<file path="src/rtl/fft_peak_detect.sv">
// Per-frame peak finder for a streaming FFT: tracks the largest re^2+im^2 bin in [MIN_BIN, MAX_BIN].
// Optional macro FPD_BACKPRESSURE_EN: an unread result stalls the input instead of being overwritten.
module fft_peak_detect #(
   parameter int NFFT    = 512,
   parameter int MIN_BIN = 1,
   parameter int MAX_BIN = 255
) (
   input  logic        clk,
   input  logic        reset_n,
   input  logic [31:0] s_tdata,
   input  logic        s_tvalid,
   output logic        s_tready,
   input  logic        s_tlast,
   output logic        m_valid,
   input  logic        m_ready,
   output logic [8:0]  peak_bin,
   output logic [32:0] peak_mag,
   output logic        frame_err,
   output logic        overrun
);

   localparam logic [8:0] LAST_BIN = 9'(NFFT - 1);
   localparam logic [8:0] LO_BIN   = 9'(MIN_BIN);
   localparam logic [8:0] HI_BIN   = 9'(MAX_BIN);

   logic        ready_q;
   logic        accept;
   logic [8:0]  cnt_q, cnt_d;
   logic        at_end, close, len_err;

   logic signed [31:0] re_s, im_s;
   logic [31:0] re_sq, im_sq;

   logic        s1_vld_q, s1_last_q, s1_err_q;
   logic [8:0]  s1_bin_q;
   logic [31:0] s1_re2_q, s1_im2_q;

   logic        s2_vld_q, s2_last_q, s2_err_q;
   logic [8:0]  s2_bin_q;
   logic [32:0] s2_mag_q;

   logic [32:0] max_q, max_d;
   logic [8:0]  max_bin_q, max_bin_d;
   logic        res_vld_q, res_vld_d;
   logic [32:0] res_mag_q, res_mag_d;
   logic [8:0]  res_bin_q, res_bin_d;
   logic        res_err_q, res_err_d;

   logic        mval_q, mval_d;
   logic [8:0]  pbin_q, pbin_d;
   logic [32:0] pmag_q, pmag_d;
   logic        ferr_q, ferr_d;
   logic        ovr_q, ovr_d;

   logic        in_range, better;
   logic [32:0] best_mag;
   logic [8:0]  best_bin;

`ifdef FPD_BACKPRESSURE_EN
   assign s_tready = ready_q && !(mval_q && !m_ready);
`else
   assign s_tready = ready_q;
`endif

   assign accept  = s_tvalid && s_tready;
   assign at_end  = (cnt_q == LAST_BIN);
   assign close   = s_tlast || at_end;
   // A frame is well-formed only when tlast and the final count coincide.
   assign len_err = s_tlast ^ at_end;
   assign cnt_d   = accept ? (close ? 9'd0 : cnt_q + 9'd1) : cnt_q;

   assign re_s  = {{16{s_tdata[15]}}, s_tdata[15:0]};
   assign im_s  = {{16{s_tdata[31]}}, s_tdata[31:16]};
   assign re_sq = re_s * re_s;
   assign im_sq = im_s * im_s;

   assign in_range = (s2_bin_q >= LO_BIN) && (s2_bin_q <= HI_BIN);
   assign better   = s2_vld_q && in_range && (s2_mag_q > max_q);
   assign best_mag = better ? s2_mag_q : max_q;
   assign best_bin = better ? s2_bin_q : max_bin_q;

   // The closing beat hands its final peak to the result register and re-arms the search.
   always_comb begin
      max_d     = max_q;
      max_bin_d = max_bin_q;
      res_vld_d = 1'b0;
      res_mag_d = res_mag_q;
      res_bin_d = res_bin_q;
      res_err_d = res_err_q;
      if (s2_vld_q) begin
         if (s2_last_q) begin
            res_vld_d = 1'b1;
            res_mag_d = best_mag;
            res_bin_d = best_bin;
            res_err_d = s2_err_q;
            max_d     = 33'd0;
            max_bin_d = LO_BIN;
         end else begin
            max_d     = best_mag;
            max_bin_d = best_bin;
         end
      end
   end

   always_comb begin
      mval_d = mval_q && !m_ready;
      pbin_d = pbin_q;
      pmag_d = pmag_q;
      ferr_d = ferr_q;
      ovr_d  = ovr_q;
      if (res_vld_q) begin
         mval_d = 1'b1;
         pbin_d = res_bin_q;
         pmag_d = res_mag_q;
         ferr_d = res_err_q;
         if (mval_q && !m_ready) ovr_d = 1'b1;
      end
   end

   always_ff @(posedge clk or negedge reset_n) begin
      if (!reset_n) begin
         ready_q   <= 1'b0;
         cnt_q     <= 9'd0;
         s1_vld_q  <= 1'b0;
         s1_last_q <= 1'b0;
         s1_err_q  <= 1'b0;
         s1_bin_q  <= 9'd0;
         s1_re2_q  <= 32'd0;
         s1_im2_q  <= 32'd0;
         s2_vld_q  <= 1'b0;
         s2_last_q <= 1'b0;
         s2_err_q  <= 1'b0;
         s2_bin_q  <= 9'd0;
         s2_mag_q  <= 33'd0;
         max_q     <= 33'd0;
         max_bin_q <= LO_BIN;
         res_vld_q <= 1'b0;
         res_mag_q <= 33'd0;
         res_bin_q <= 9'd0;
         res_err_q <= 1'b0;
         mval_q    <= 1'b0;
         pbin_q    <= 9'd0;
         pmag_q    <= 33'd0;
         ferr_q    <= 1'b0;
         ovr_q     <= 1'b0;
      end else begin
         ready_q   <= 1'b1;
         cnt_q     <= cnt_d;
         s1_vld_q  <= accept;
         if (accept) begin
            s1_last_q <= close;
            s1_err_q  <= len_err;
            s1_bin_q  <= cnt_q;
            s1_re2_q  <= re_sq;
            s1_im2_q  <= im_sq;
         end
         s2_vld_q  <= s1_vld_q;
         if (s1_vld_q) begin
            s2_last_q <= s1_last_q;
            s2_err_q  <= s1_err_q;
            s2_bin_q  <= s1_bin_q;
            s2_mag_q  <= {1'b0, s1_re2_q} + {1'b0, s1_im2_q};
         end
         max_q     <= max_d;
         max_bin_q <= max_bin_d;
         res_vld_q <= res_vld_d;
         res_mag_q <= res_mag_d;
         res_bin_q <= res_bin_d;
         res_err_q <= res_err_d;
         mval_q    <= mval_d;
         pbin_q    <= pbin_d;
         pmag_q    <= pmag_d;
         ferr_q    <= ferr_d;
         ovr_q     <= ovr_d;
      end
   end

   assign m_valid   = mval_q;
   assign peak_bin  = pbin_q;
   assign peak_mag  = pmag_q;
   assign frame_err = ferr_q;
   assign overrun   = ovr_q;

endmodule

</file>
<file path="config.mk">
export PLATFORM = sky130hd
export DESIGN_NAME = fft_peak_detect
export DESIGN_NICKNAME = d
export VERILOG_FILES = /design/src/rtl/fft_peak_detect.sv
export SDC_FILE = /design/constraint.sdc
export NUM_CORES = 2
export LEC_CHECK = 0
export CORE_ASPECT_RATIO = 2
export CORE_MARGIN = 1
export CORE_UTILIZATION = 65
export DETAILED_ROUTE_END_ITERATION = 8
export PLACE_DENSITY = 0.83
export SLEW_MARGIN = 0
export SYNTH_ARGS = -nofsm -noshare
export SYNTH_HDL_FRONTEND = slang
export SYNTH_SLANG_ARGS = --single-unit
</file>
<file path="constraint.sdc">
create_clock -name clk -period 3.9 [get_ports clk]
set_input_delay 0.39 -clock clk [delete_from_list [all_inputs] [get_ports clk]]
set_output_delay 0.39 -clock clk [all_outputs]
set_load 0.01 [all_outputs]
</file>
# == Yosys cells after proc, flatten, opt, wreduce, memory -nomap -nowiden ==
# Index checks and enable logic that the tools add are counted.
# word_totals
register_bits,262
# op_classes
reduce_logical,9
mux,8
n_eq_ne,1
n_bitwise,1
n_mul,2
n_addsub,2
n_lt_le_gt_ge,3
# op_table
cell,n
two-way mux 33 bit,2
multiplier 16 x 16 -> 32 bit,2
adder 32 x 32 -> 33 bit,1
greater-than comparator 33 bit,1
two-way mux 9 bit,3
adder 9 x 1 -> 9 bit (second input constant),1
== test 9 bit (second input constant),1
>= comparator 9 x 1 -> 1 bit (second input constant),1
less-or-equal comparator 9 x 8 -> 1 bit (second input constant),1
logical AND 1 bit,5
AND reduction 2 bit,2
two-way mux 1 bit,3
logical NOT 1 bit,1
logical OR 1 bit,1
XOR 1 bit,1

# == Depth between registers and ports, before layout ==
# logic_depth
depth_word,6
ltp_mapped,24

# == Least setup slack after synthesis ==
# Ideal clock, no wire load.
# synth_path
path_kind,input-to-reg
startpoint,in s_tdata[17]
endpoint,reg s1_im2_q[31]
setup_time_ns,0.134
stages,22
t_arrival_ns,6.157
setup_slack_ns,-2.391
required_time_ns,3.766
path_cell_list,clkbuf_1 -> clkbuf_1 -> nand2_1 -> fa_1 -> fa_1 -> fa_1 -> inv_1 -> fa_1 -> fa_1 -> inv_1 -> fa_1 -> inv_1 -> ha_1 -> a21oi_1 -> nand2b_1 -> a41oi_1 -> nand2_1 -> a41o_1 -> a2111o_1 -> a221oi_1 -> xnor2_1 -> o21ai_0
# synth_via
elab_chain_cells,1
# synth_lines
element,line,source
start: declaration,10,"input logic [31:0] s_tdata,"
multiplier 16 x 16 -> 32 bit,75,assign im_sq = im_s * im_s;
end signal: assignment,155,s1_im2_q <= im_sq;
end: declaration,36,"logic [31:0] s1_re2_q, s1_im2_q;"
# No other way between the ends.
# A chain may end at the register's enable or synchronous reset.

# == Worst setup path after layout ==
# layout_path
startpoint,in s_tdata[6]
endpoint,reg s1_re2_q[28]
# layout_via
elab_chain_cells,1
# layout_lines
element,line,source
multiplier 16 x 16 -> 32 bit,74,assign re_sq = re_s * re_s;
end signal: assignment,154,s1_re2_q <= re_sq;
end: declaration,36,
# No other way between the ends.

==> flow_metrics.tcl <==
set metrics [dict create \
    run_status "finished with violations" \
    violations "negative setup slack" \
    ant_nets 0 \
    hold_viol_final 0 \
    register_area_um2 6510 \
    critPathCaptureType "flip-flop" \
    htree_num_levels 1 \
    placed_area_um2 34870 \
    grt_pass1_vias 28460 \
    worstPathArrival_ns 6.58 \
    synth.avg_cell_area_um2 9.752 \
    cp-start-kind "primary input" \
    synth_seq_cells 260 \
    worstSkewPairLatency_ns 0.54 \
    start_util_pct 65.95 \
    reg2reg_depth 11 \
    postRouteWirelength_um 103700 \
    slew_headroom_pct 33.76 \
    cts_buffers 22 \
    ys.warnings.count 0 \
    drive_gt1_share_pct 32.16 \
    synth_seq_area_share_pct 21.86 \
    nets 4355 \
    hpwl_um 61930 \
    core_um2 45140 \
    path_class "in2reg" \
    cpPeakStageDelay_ns 0.56 \
    netlist_area_um2 29770 \
    die_w_um 153.3 \
    worstMarginPinSlew_ns 0.9937 \
    clockBufferDepth 3 \
    die_height_um 304.7 \
    syn_nets 3805 \
    avgViaCountPerCell 6.269 \
    grt_start_max_net_pins 105 \
    holdPathStages 2 \
    postSynth.asyncResetShare_pct 100.0 \
    synthFlopType "dfrtp_1" \
    syn-instance-count 3053 \
    multiInputGateArea_um2 22430 \
    area_growth_pct 29.67 \
    route.detailed.drc 0 \
    crit_fanout 8 \
    ys_types 68 \
    clock.fmax_mhz 160.8 \
    grt_overflow 0 \
    track_usage_pct 39.64 \
    rsz0062_at_grt "yes" \
    synth-edff-count 0 \
    clk_pin_slew_ns 0.07 \
    max_cap_violations 0 \
    finalCritPeriodShare_pct 159.4 \
    layout_setup_ws_ns -2.318 \
    drt-initial-drc-count 2121 \
    required_ns 4.26 \
    wire_per_inst_um 24.80 \
    fin_area_um2 38600 \
    ios 83 \
    vias 26220 \
    cts_tree "yes" \
    num_rows 110 \
    portBuffers 82 \
    die_area_um2 46720 \
    slew_viol_final 0 \
    gp_congestion 0.9524 \
    cts.sinks 260 \
    grt_pass1_wl_um 142300 \
    finalSetupViolations 50 \
    hold_class "reg2reg" \
    dr.pass1.iters 8 \
    period_needed_ns 6.218 \
    skew_ns 0.01864 \
    fill_cells 2098 \
    antenna_found_initial 2 \
    cts-root-buf "clkbuf_16" \
    critPathSlowestCell "fa_1" \
]
registers in the layout, summed over array words and instances, names as in the netlist, 9 cells and up:
register   flops
res_mag_q     33
peak_bin       9
max_q         33
res_bin_q      9
s2_bin_q       9
s1_bin_q       9
cnt_q          9
s1_im2_q      31
max_bin_q      9
s1_re2_q      31
peak_mag      33
s2_mag_q      33
cells in the mapped netlist (all sizes together), types with 6 or more instances:
cell,number,share of area (%)
or2,7,0.15
and2,70,1.5
nor2b,15,0.32
a21o,34,0.86
nand2,345,4.3
ha,247,10
a31o,12,0.35
nor3,19,0.32
inv,689,8.7
o21a,11,0.28
a221oi,6,0.18
mux2i,46,1.5
nor3b,7,0.18
nor2,106,1.3
o21bai,14,0.37
o211ai,9,0.23
o31ai,7,0.18
xor2,40,1.2
a21oi,73,1.2
and3,9,0.19
nand3,29,0.49
buf,11,0.17
dfrtp,259,22
nand2b,14,0.29
a211oi,7,0.19
clkbuf,90,1.1
xnor2,72,2.1
a22o,34,1.0
nand4,15,0.32
a31oi,14,0.34
o22ai,11,0.23
mux2,81,3.1
fa,468,31
o21ai,133,2.2
cell usage in the layout (no fill, tap or decap), drive strengths merged, types with 14 or more instances in the layout:
master         synthesis  routed
o21bai                14      14
mux2i                 46      46
dfrtp                259     259
ha                   247     247
xnor2                 72      72
a21oi                 73      73
xor2                  40      40
a31oi                 14      14
nor2b                 15      15
mux2                  81      81
and2                  70      70
o21ai                133     133
nand2b                14      14
nand2                345     345
clkbuf                90      31
nor3                  19      19
a22o                  34      34
a21o                  34      34
buf                   11     576
nor2                 106     106
clkdlybuf4s50          0      49
nand3                 29      29
nand4                 15      15
fa                   468     468
inv                  689     686
per-stage QoR:
| step | hold slack [ns] | utilization [%] | cells | setup WS (ns) | setup TNS [ns] |
|---|---|---|---|---|---|
| 2_1_floorplan | 0.09441 | - | 3053 | -1.763 | -58.42 |
| 3_3_place_gp | 0.4519 | 77.25 | 4011 | -2.561 | -103.38 |
| 3_5_place_dp | 0.4607 | 77.25 | 4011 | -2.721 | -109.98 |
| 4_1_cts | 0.4818 | 83.21 | 4139 | -1.800 | -54.84 |
| 5_1_grt | 0.4991 | 85.50 | 4179 | -2.346 | -79.07 |
| 6_report | 0.4744 | 85.52 | 4182 | -2.318 | -75.62 |
critical path: cells and delay by family:
family | cells | cell delay, ns
compound gates | 5 | 1.02
simple gates | 3 | 0.77
fa+ha+maj | 7 | 3.12
mux | 1 | 0.22
buf+inv | 9 | 1.02
timing repair:
action                                  4_1_cts  5_1_grt
hold buffers                                  1        0
buffers inserted                             84       49
hold endpoints to repair                    101        0
gates resized for setup                     502      219
endpoints found under the setup margin       52       51
gates cloned                                  7        0
pin swaps                                   205      167
per-layer routing:
layer / global-route usage [%] / routed length (um) / share of wire, % / vias to the layer above
li1: - / - / - / 10610
met1: 37.96 / 30800 / 30 / 12920
met2: 73.01 / 51980 / 50 / 1808
met3: 6.939 / 8842 / 8.5 / 885
met4: 32.77 / 12040 / 12 / 4
met5: 0 / 57 / 0.055 / -
logic make-up after synthesis:
| kind of cell | share of synthesized area [%] |
|---|---|
| simple gates | 9.788 |
| mux | 4.610 |
| flops | 21.86 |
| xor+xnor | 3.295 |
| fa+ha+maj | 41.85 |
| buf+inv | 10.03 |
| compound gates | 8.556 |
| other cells | 0.01260 |
path summary, 6_finish.rpt:
check / start / endpoint / slack (ns)
setup / recovery: s_tdata[6] / s1_re2_q[28] / -2.32
hold / removal: res_mag_q[10] / res_mag_q[10] / 0.47
setup reg to reg: s2_mag_q[24] / res_mag_q[27] / 0.40
hold reg to reg: res_mag_q[10] / res_mag_q[10] / 0.47
max in group asynchronous: reset_n / peak_mag[13] / 2.38
min in group asynchronous: reset_n / res_bin_q[6] / 0.48
layout make-up:
type                       count  share of cell area (%)
clock buffer                  31                   1.721
sequential                   260                   16.86
tap                          560                   1.815
antenna                        3                 0.01945
clock inverter                 9                  0.3014
inverter                     692                   6.839
timing repair buffer         627                   14.33
multi-input combinational   2000                   58.11
Power is not shown: default switching activity piles up to over one toggle a cycle in this logic, so the estimate is an artifact.
